--- src/rtl/seven_seg_scan_ctrl.sv ---
// seven_seg_scan_ctrl
//   Accepts a binary value over a valid/ready handshake, converts it to BCD
//   with a sequential double-dabble engine, and time-multiplexes the
//   committed digits onto the shared anodes of a 7-segment display.
//   Codes above 9 are blanked by the downstream decoder: 4'hF is a blank
//   digit and 4'hA marks an overflowed (blanked) display.
//
// Ports
//   clk          system clock
//   rst          synchronous reset, active-high
//   load_valid   load_value is valid this cycle
//   load_value   unsigned binary value to display (BIN_WIDTH bits)
//   load_ready   controller can accept a value (IDLE)
//   busy         conversion / commit in progress
//   overflow     last committed value exceeded 10^NUM_DIGITS-1
//   digit_code   4-bit code of the selected digit, feeds the decoder
//   anode_n      active-low digit enables, at most one bit low
//
// Build option
//   LZ_BLANK_EN  when defined, leading zeros above the most significant
//                nonzero digit are written as 4'hF at commit (digit 0 is
//                always shown).
module seven_seg_scan_ctrl #(
  parameter int NUM_DIGITS  = 4,
  parameter int BIN_WIDTH   = 14,
  parameter int REFRESH_DIV = 50000
) (
  input  logic                  clk,
  input  logic                  rst,
  input  logic                  load_valid,
  input  logic [BIN_WIDTH-1:0]  load_value,
  output logic                  load_ready,
  output logic                  busy,
  output logic                  overflow,
  output logic [3:0]            digit_code,
  output logic [NUM_DIGITS-1:0] anode_n
);

  localparam int unsigned NIBS   = NUM_DIGITS + 1;
  localparam int          ACC_W  = 4 * NIBS;
  localparam int          DISP_W = 4 * NUM_DIGITS;
  localparam int          CNT_W  = $clog2(REFRESH_DIV);
  localparam int          IDX_W  = (NUM_DIGITS > 1) ? $clog2(NUM_DIGITS) : 1;
  localparam int          BC_W   = $clog2(BIN_WIDTH + 1);

  typedef enum logic [1:0] {IDLE, CONVERT, COMMIT} state_t;

  state_t                state, state_nx;
  logic [BIN_WIDTH-1:0]  shreg;
  logic [ACC_W-1:0]      acc, acc_adj;
  logic [BC_W-1:0]       bitcnt;
  logic [DISP_W-1:0]     disp, commit_disp, scan_src;
  logic                  commit_ovf;
  logic [CNT_W-1:0]      rcnt;
  logic [IDX_W-1:0]      idx, idx_nx;
  logic                  wrap;
  logic [NUM_DIGITS-1:0] anode_nx;
  logic [3:0]            code_nx;

  // Conversion FSM
  always_ff @(posedge clk) begin
    if (rst) state <= IDLE;
    else     state <= state_nx;
  end

  always_comb begin
    state_nx   = state;
    load_ready = 1'b0;
    busy       = 1'b0;
    case (state)
      IDLE: begin
        load_ready = 1'b1;
        if (load_valid) state_nx = CONVERT;
      end
      CONVERT: begin
        busy = 1'b1;
        if (bitcnt == BC_W'(BIN_WIDTH - 1)) state_nx = COMMIT;
      end
      COMMIT: begin
        busy     = 1'b1;
        state_nx = IDLE;
      end
      default: state_nx = IDLE;
    endcase
  end

  // Double-dabble: add 3 to every nibble >= 5 before each shift
  always_comb begin
    acc_adj = acc;
    for (int unsigned i = 0; i < NIBS; i++) begin
      if (acc[4*i +: 4] >= 4'd5) acc_adj[4*i +: 4] = acc[4*i +: 4] + 4'd3;
    end
  end

  // Value written to the display register on the COMMIT cycle
  always_comb begin
`ifdef LZ_BLANK_EN
    logic lz;
    lz = 1'b1;
`endif
    commit_ovf  = |acc[ACC_W-1 -: 4];
    commit_disp = acc[DISP_W-1:0];
`ifdef LZ_BLANK_EN
    // Walk down from the top digit; blank zeros until the first nonzero.
    for (int unsigned i = NUM_DIGITS - 1; i >= 1; i--) begin
      if (acc[4*i +: 4] != 4'd0) lz = 1'b0;
      else if (lz)               commit_disp[4*i +: 4] = 4'hF;
    end
`endif
    if (commit_ovf) commit_disp = {NUM_DIGITS{4'hA}};
  end

  always_ff @(posedge clk) begin
    if (rst) begin
      shreg    <= '0;
      acc      <= '0;
      bitcnt   <= '0;
      disp     <= '1;
      overflow <= 1'b0;
    end else begin
      case (state)
        IDLE: begin
          if (load_valid) begin
            shreg  <= load_value;
            acc    <= '0;
            bitcnt <= '0;
          end
        end
        CONVERT: begin
          {acc, shreg} <= {acc_adj, shreg} << 1;
          bitcnt       <= bitcnt + BC_W'(1);
        end
        COMMIT: begin
          disp     <= commit_disp;
          overflow <= commit_ovf;
        end
        default: ;
      endcase
    end
  end

  // Scan: on a wrap that coincides with COMMIT, bypass the display register
  // so the new slot already shows the freshly committed digits.
  always_comb begin
    wrap     = (rcnt == CNT_W'(REFRESH_DIV - 1));
    idx_nx   = (idx == IDX_W'(NUM_DIGITS - 1)) ? '0 : idx + IDX_W'(1);
    scan_src = (state == COMMIT) ? commit_disp : disp;
    code_nx  = scan_src[{idx_nx, 2'b00} +: 4];
    anode_nx = '1;
    anode_nx[idx_nx] = 1'b0;
  end

  always_ff @(posedge clk) begin
    if (rst) begin
      rcnt       <= '0;
      idx        <= IDX_W'(NUM_DIGITS - 1);
      anode_n    <= '1;
      digit_code <= 4'hF;
    end else begin
      rcnt <= wrap ? '0 : rcnt + CNT_W'(1);
      if (wrap) begin
        idx        <= idx_nx;
        anode_n    <= anode_nx;
        digit_code <= code_nx;
      end
    end
  end

endmodule

--- config.mk ---
export PLATFORM = sky130hd
export DESIGN_NAME = seven_seg_scan_ctrl
export DESIGN_NICKNAME = d
export VERILOG_FILES = /design/src/rtl/seven_seg_scan_ctrl.sv
export SDC_FILE = /design/constraint.sdc
export NUM_CORES = 1
export LEC_CHECK = 0
export BUFFER_PORTS_ARGS = -buffer_cell sky130_fd_sc_hd__buf_4
export CAP_MARGIN = 0
export CORE_ASPECT_RATIO = 0.75
export CORE_MARGIN = 1.5
export CORE_UTILIZATION = 35
export CTS_CLUSTER_DIAMETER = 50
export DETAILED_ROUTE_END_ITERATION = 6
export GPL_ROUTABILITY_DRIVEN = 1
export PLACE_DENSITY = 0.62
export SLEW_MARGIN = 20
export SYNTH_ARGS = -nofsm -noshare
export SYNTH_HDL_FRONTEND = slang
export SYNTH_SLANG_ARGS = --single-unit
--- constraint.sdc ---
create_clock -name clk -period 4 [get_ports clk]
set_input_delay 1.2 -clock clk [delete_from_list [all_inputs] [get_ports clk]]
set_output_delay 1.2 -clock clk [all_outputs]
set_load 0.005 [all_outputs]
Word level (Yosys, flattened, before mapping)
Cells that the tools add are included.
{ "word_totals": {"reg_bits": 83, "word_cells": 63, "input_bits": 17, "output_inout_bits": 11} }
{ "classes": {"n_addsub": 8, "bitwise_logic": 1, "n_reduce_logical": 8, "shifts": 1, "eq_ne": 7, "muxes": 21, "n_lt_le_gt_ge": 7} }
{ "ops": {"columns": ["operator", "count"], "rows": [
  ["$pmux W20 S2", 1],
  ["$mux W16", 2],
  ["$pmux W14 S2", 1],
  ["$ge A4 B3 Y1 const B", 5],
  ["$mux W20", 1],
  ["$mux W4", 5],
  ["$add A16 B1 Y16 const B", 1],
  ["$add A4 B2 Y4 const B", 4],
  ["$eq A16 B16 Y1 const B", 1],
  ["$shiftx A16 B5 Y4", 1],
  ["$mux W14", 1],
  ["$pmux W4 S2", 1],
  ["$mux W2", 3],
  ["$add A4 B1 Y4 const B", 1],
  ["$eq A2 B2 Y1 const B", 2],
  ["$eq A4 B4 Y1 const B", 1],
  ["$ne A2 B2 Y1 const B", 2],
  ["$not A4 Y4", 1],
  ["$pmux W2 S2", 1],
  ["$reduce_and A2 Y1", 2],
  ["$reduce_or A2 Y1", 2],
  ["$reduce_or A4 Y1", 1],
  ["$add A3 B2 Y3 const B", 1],
  ["$lt A2 B3 Y1 const B", 1],
  ["9 further kinds", 11]
]} }

Longest topological paths before layout
{ "depth": {"ltp_word": 7, "depth_mapped": 8, "mapped_depth_nobuf": 7} }

Least setup slack after synthesis
OpenSTA, ideal clock, no wires.
{ "synth_path": {"kind": "in2reg", "startpoint": "input load_valid", "endpoint": "register acc[19]", "slack_ns": 1.918, "setup_time_ns": 0.128, "arrival_ns": 1.955, "cell_stages": 5, "n_path_buf": 1, "t_required_ns": 3.872, "path_cell_list": "nand2b_1 -> and2_1 -> clkbuf_1 -> a32oi_1 -> nor2_1"} }
{ "synth_between": {"elab_chain_cells": 2} }
{ "synth_rtl": {"columns": ["element", "line", "rtl"], "rows": [
  ["start: declaration", "30", "input logic load_valid,"],
  ["$ne A2 B2 Y1 (no line)", null, null],
  ["$reduce_and A2 Y1 (no line)", null, null],
  ["end signal: assignment", "130", "{acc, shreg} <= {acc_adj, shreg} << 1;"],
  ["end: declaration", "50", "logic [ACC_W-1:0] acc, acc_adj;"]
]} }
No other way between the ends.
A chain may end at the register's enable or synchronous reset.

Worst setup path in the final report
{ "layout_path": {"startpoint": "register state[0]", "endpoint": "register digit_code[0]"} }
{ "layout_between": {"elab_chain_cells": 3} }
{ "layout_rtl": {"columns": ["element", "line", "rtl"], "rows": [
  ["start: declaration", "48", "state_t state, state_nx;"],
  ["start signal: assignment", "63", "else state <= state_nx;"],
  ["$eq A2 B2 Y1", "147", "scan_src = (state == COMMIT) ? commit_disp : disp;"],
  ["$mux W16", null, null],
  ["$shiftx A16 B5 Y4", "148", "code_nx = scan_src[{idx_nx, 2'b00} +: 4];"],
  ["end signal: assignment", "164", "digit_code <= code_nx;"],
  ["end: declaration", "35", "output logic [3:0] digit_code,"]
]} }
No other way between the ends.

==> run metrics <==
TritonCTS clock tree=done; VDD IR max=0.216 mV; xor/xnor share of the synthesized area=5.11%; pwr dens=419 nW/µm²; DP HPWL=5610 µm; Adder-Cell Fraction of Synth Area=6.66%; clock slew at reported path FFs=0.07 ns; dominant synthesized flop cell=dfxtp_1; Worst R2R End=digit_code[0]; mux contribution to synthesized area=6.73%; max cap viols=0; Critical Path, Cell by Cell=inv_1 -> ha_1 -> clkinv_1 -> a21oi_1 -> nor2_1 -> nand2_1 -> a31oi_1; Final Hold Viols=0; Min Clock Period, post-route=2.62 ns; compound-cell area share of the yosys netlist=16.0%; gr ovfl total=0; hold wc startpoint=shreg[0]; post-synth cell types=52; Fmax=382 MHz; Root Driver=clkbuf_16; Worst Max-Slew Pin Slew=0.945 ns; layout cells sized above 1=12.2%; CP startpoint kind=register; CP Class=register to register; H-tree Lvls=3; Mean Syn Cell Area=8.98 µm²; worst reg-to-reg path cell count=7; hold path depth=2; Synth Cell Area=3940 µm²; hold_buf cts=0; Pre-antenna DRT Iters=5; crit-path max cell delay=0.67 ns; Pleak=1.71 nW; HP Class=register to register; Layout area overhead=15.0%; largest net degree at the start of global routing=61; post-synth net total=477; Tcrit/Tclk final=65.5%; CTS Sinks=83; vias in the first global route=2,930; metal1 wirelength=4110 µm; main combinational cell family by area after synthesis=simple AND/OR/NAND/NOR gates; CP arrival=2.82 ns; final setup TNS=0 ns; R2R Setup Slk=1.38 ns; Final Slew Violations=0; register area share after synthesis=42.1%; Vias/cell=5.13; DR top layer=met4; Simple-Gate Fraction of Synth Area=18.4%; Synth warnings=0; GPL Wtd Cong=0.746; Worst Hold Endpoint=shreg[0]; number of port buffers=27; Std-Cell Rows=33; fillers=1,039; insertion delay to the later sink of the worst-skew pair=0.33 ns; Gate Count Post-Synth=439; crit path max fanout=16; RR Startpoint=state[0]; Vias=3,079; drt initial violations=245; I/O pins=28; Die Area=11,900 µm²; met3 wire len=336 µm; post-synthesis register bit count=83; Routed Antenna Nets=0; status=finished, final reports clean; Num CTS Buffers=9; routed wire length=8290 µm; chip height=94.9 µm; Antenna Cells=0; core area=10,900 µm²; Slew HR=37.0%; Final setup viols=0; Total GRT Usage=14.8%; Bufs on Longest Clock Path=2; Final #Nets=493; DR WL/cell=13.8 µm; Async SR Flop Fraction=0%; number of flops mapped to enable cells by yosys=0; RSZ-0062 raised after global routing=false; met2 WL=3720 µm; CP Capture Type=register; Post-Route Skew=0.00613 ns; Post-CTS Resized=0; Initial Util=36.0%; Die Width=126 µm; drc violations=0; Worst EP required=4.20 ns; worst hold slack=0.456 ns; highest-delay cell along the critical path=ha_1; first-pass GRT wire length=14,100 µm; antenna violations before repair=0; Setup Buffers After CTS=0
metrics by stage:
step | setup WS (ns) | cells | cell area [µm²] | power, mW | utilization (%)
after floorplan | 1.92 | 439 | 3940 | 0.985 | -
after global routing | 1.14 | 600 | 4530 | 1.98 | 41.4
after global placement | 1.47 | 584 | 4210 | 1.01 | 38.4
after CTS | 1.42 | 600 | 4530 | 1.93 | 41.4
final | 1.38 | 600 | 4530 | 1.90 | 41.4
after detailed placement | 1.42 | 584 | 4210 | 1.02 | 38.4
critical path, delay by kind of cell, from the launching register on:
family                     cells  cell delay (ns)
DFF                            1             0.33
buffers and inverters          2             0.57
and+or+nand+nor                2             0.22
adders and majority gates      1             0.67
AOI/OAI and AO/OA              2             0.68
synth_stat cells, types with 5 or more instances:
cell / count / area [µm²]
a211oi_1: 14 / 105
a21o_1: 6 / 45.0
a21oi_1: 23 / 115
a22oi_1: 8 / 60.1
a32oi_1: 5 / 43.8
buf_2: 5 / 25.0
clkbuf_1: 11 / 41.3
dfxtp_1: 83 / 1660
ha_1: 21 / 263
inv_1: 20 / 75.1
mux2i_1: 22 / 220
nand2_1: 25 / 93.8
nand2b_1: 10 / 62.6
nand3_1: 13 / 65.1
nand4_1: 5 / 31.3
nor2_1: 69 / 259
nor3_1: 8 / 40.0
o21ai_0: 15 / 75.1
xnor2_1: 15 / 131
xor2_1: 8 / 70.1
power by group:
part	internal, mW	switching (mW)	total [mW]	leakage [nW]
Sequential	0.850	0.0145	0.864	0.674
Combinational	0.0527	0.0835	0.136	0.874
Clock	0.552	0.349	0.902	0.160
routing by layer:
| layer | GRT usage [%] | vias to the layer above |
|---|---|---|
| met3 | 3.57 | 9 |
| met1 | 19.8 | 1445 |
| met4 | 5.59 | 0 |
| met2 | 23.2 | 57 |
| met5 | 0 | - |
| li1 | - | 1568 |
registers in the layout, summed over array words and instances, names as in the netlist:
name	flops
anode_n	4
state	2
disp	16
acc	20
shreg	14
digit_code	4
idx	2
rcnt	16
bitcnt	4
overflow	1
cells in the final DEF (no fill, tap or decap), drive strengths merged, types with 5 or more instances in the layout:
cell    synthesis  layout
a211oi         14      14
a21o            6       6
a21oi          23      23
a22oi           8       8
a32oi           5       5
buf            11      27
clkbuf         11       9
dfxtp          83      83
ha             21      21
inv            20      22
mux2i          22      22
nand2          25      25
nand2b         11      11
nand3          13      13
nand4           6       6
nor2           71      71
nor3            9       9
o21ai          16      16
xnor2          15      15
xor2            8       8
worst max-delay path by stage:
stage                     cells past startpoint  slack (ns)       start             to
after global placement                        5        1.47  load_valid         acc[2]
after CTS                                     7        1.42    state[0]  digit_code[1]
after global routing                          7        1.14    state[0]  digit_code[0]
after floorplan                               5        1.92  load_valid        acc[19]
final                                         7        1.38    state[0]  digit_code[0]
after detailed placement                      5        1.42  load_valid         acc[2]
final cells by class:
| type | instances | area [µm²] | share of cell area [%] |
|---|---|---|---|
| tap | 140 | 175 | 3.86 |
| multi-input combinational | 313 | 2090 | 46.1 |
| timing repair buffer | 27 | 203 | 4.47 |
| clock inverter | 7 | 100 | 2.21 |
| sequential | 83 | 1660 | 36.6 |
| clock buffer | 9 | 225 | 4.97 |
| inverter | 21 | 78.8 | 1.74 |
cells by family after synthesis:
group	after synthesis
xor gates and xnor gates	23
DFF	83
AOI/OAI and AO/OA	96
muxes	24
buffers and inverters	43
and+or+nand+nor	149
adders and majority gates	21
Power figures use the tool's default switching activity.
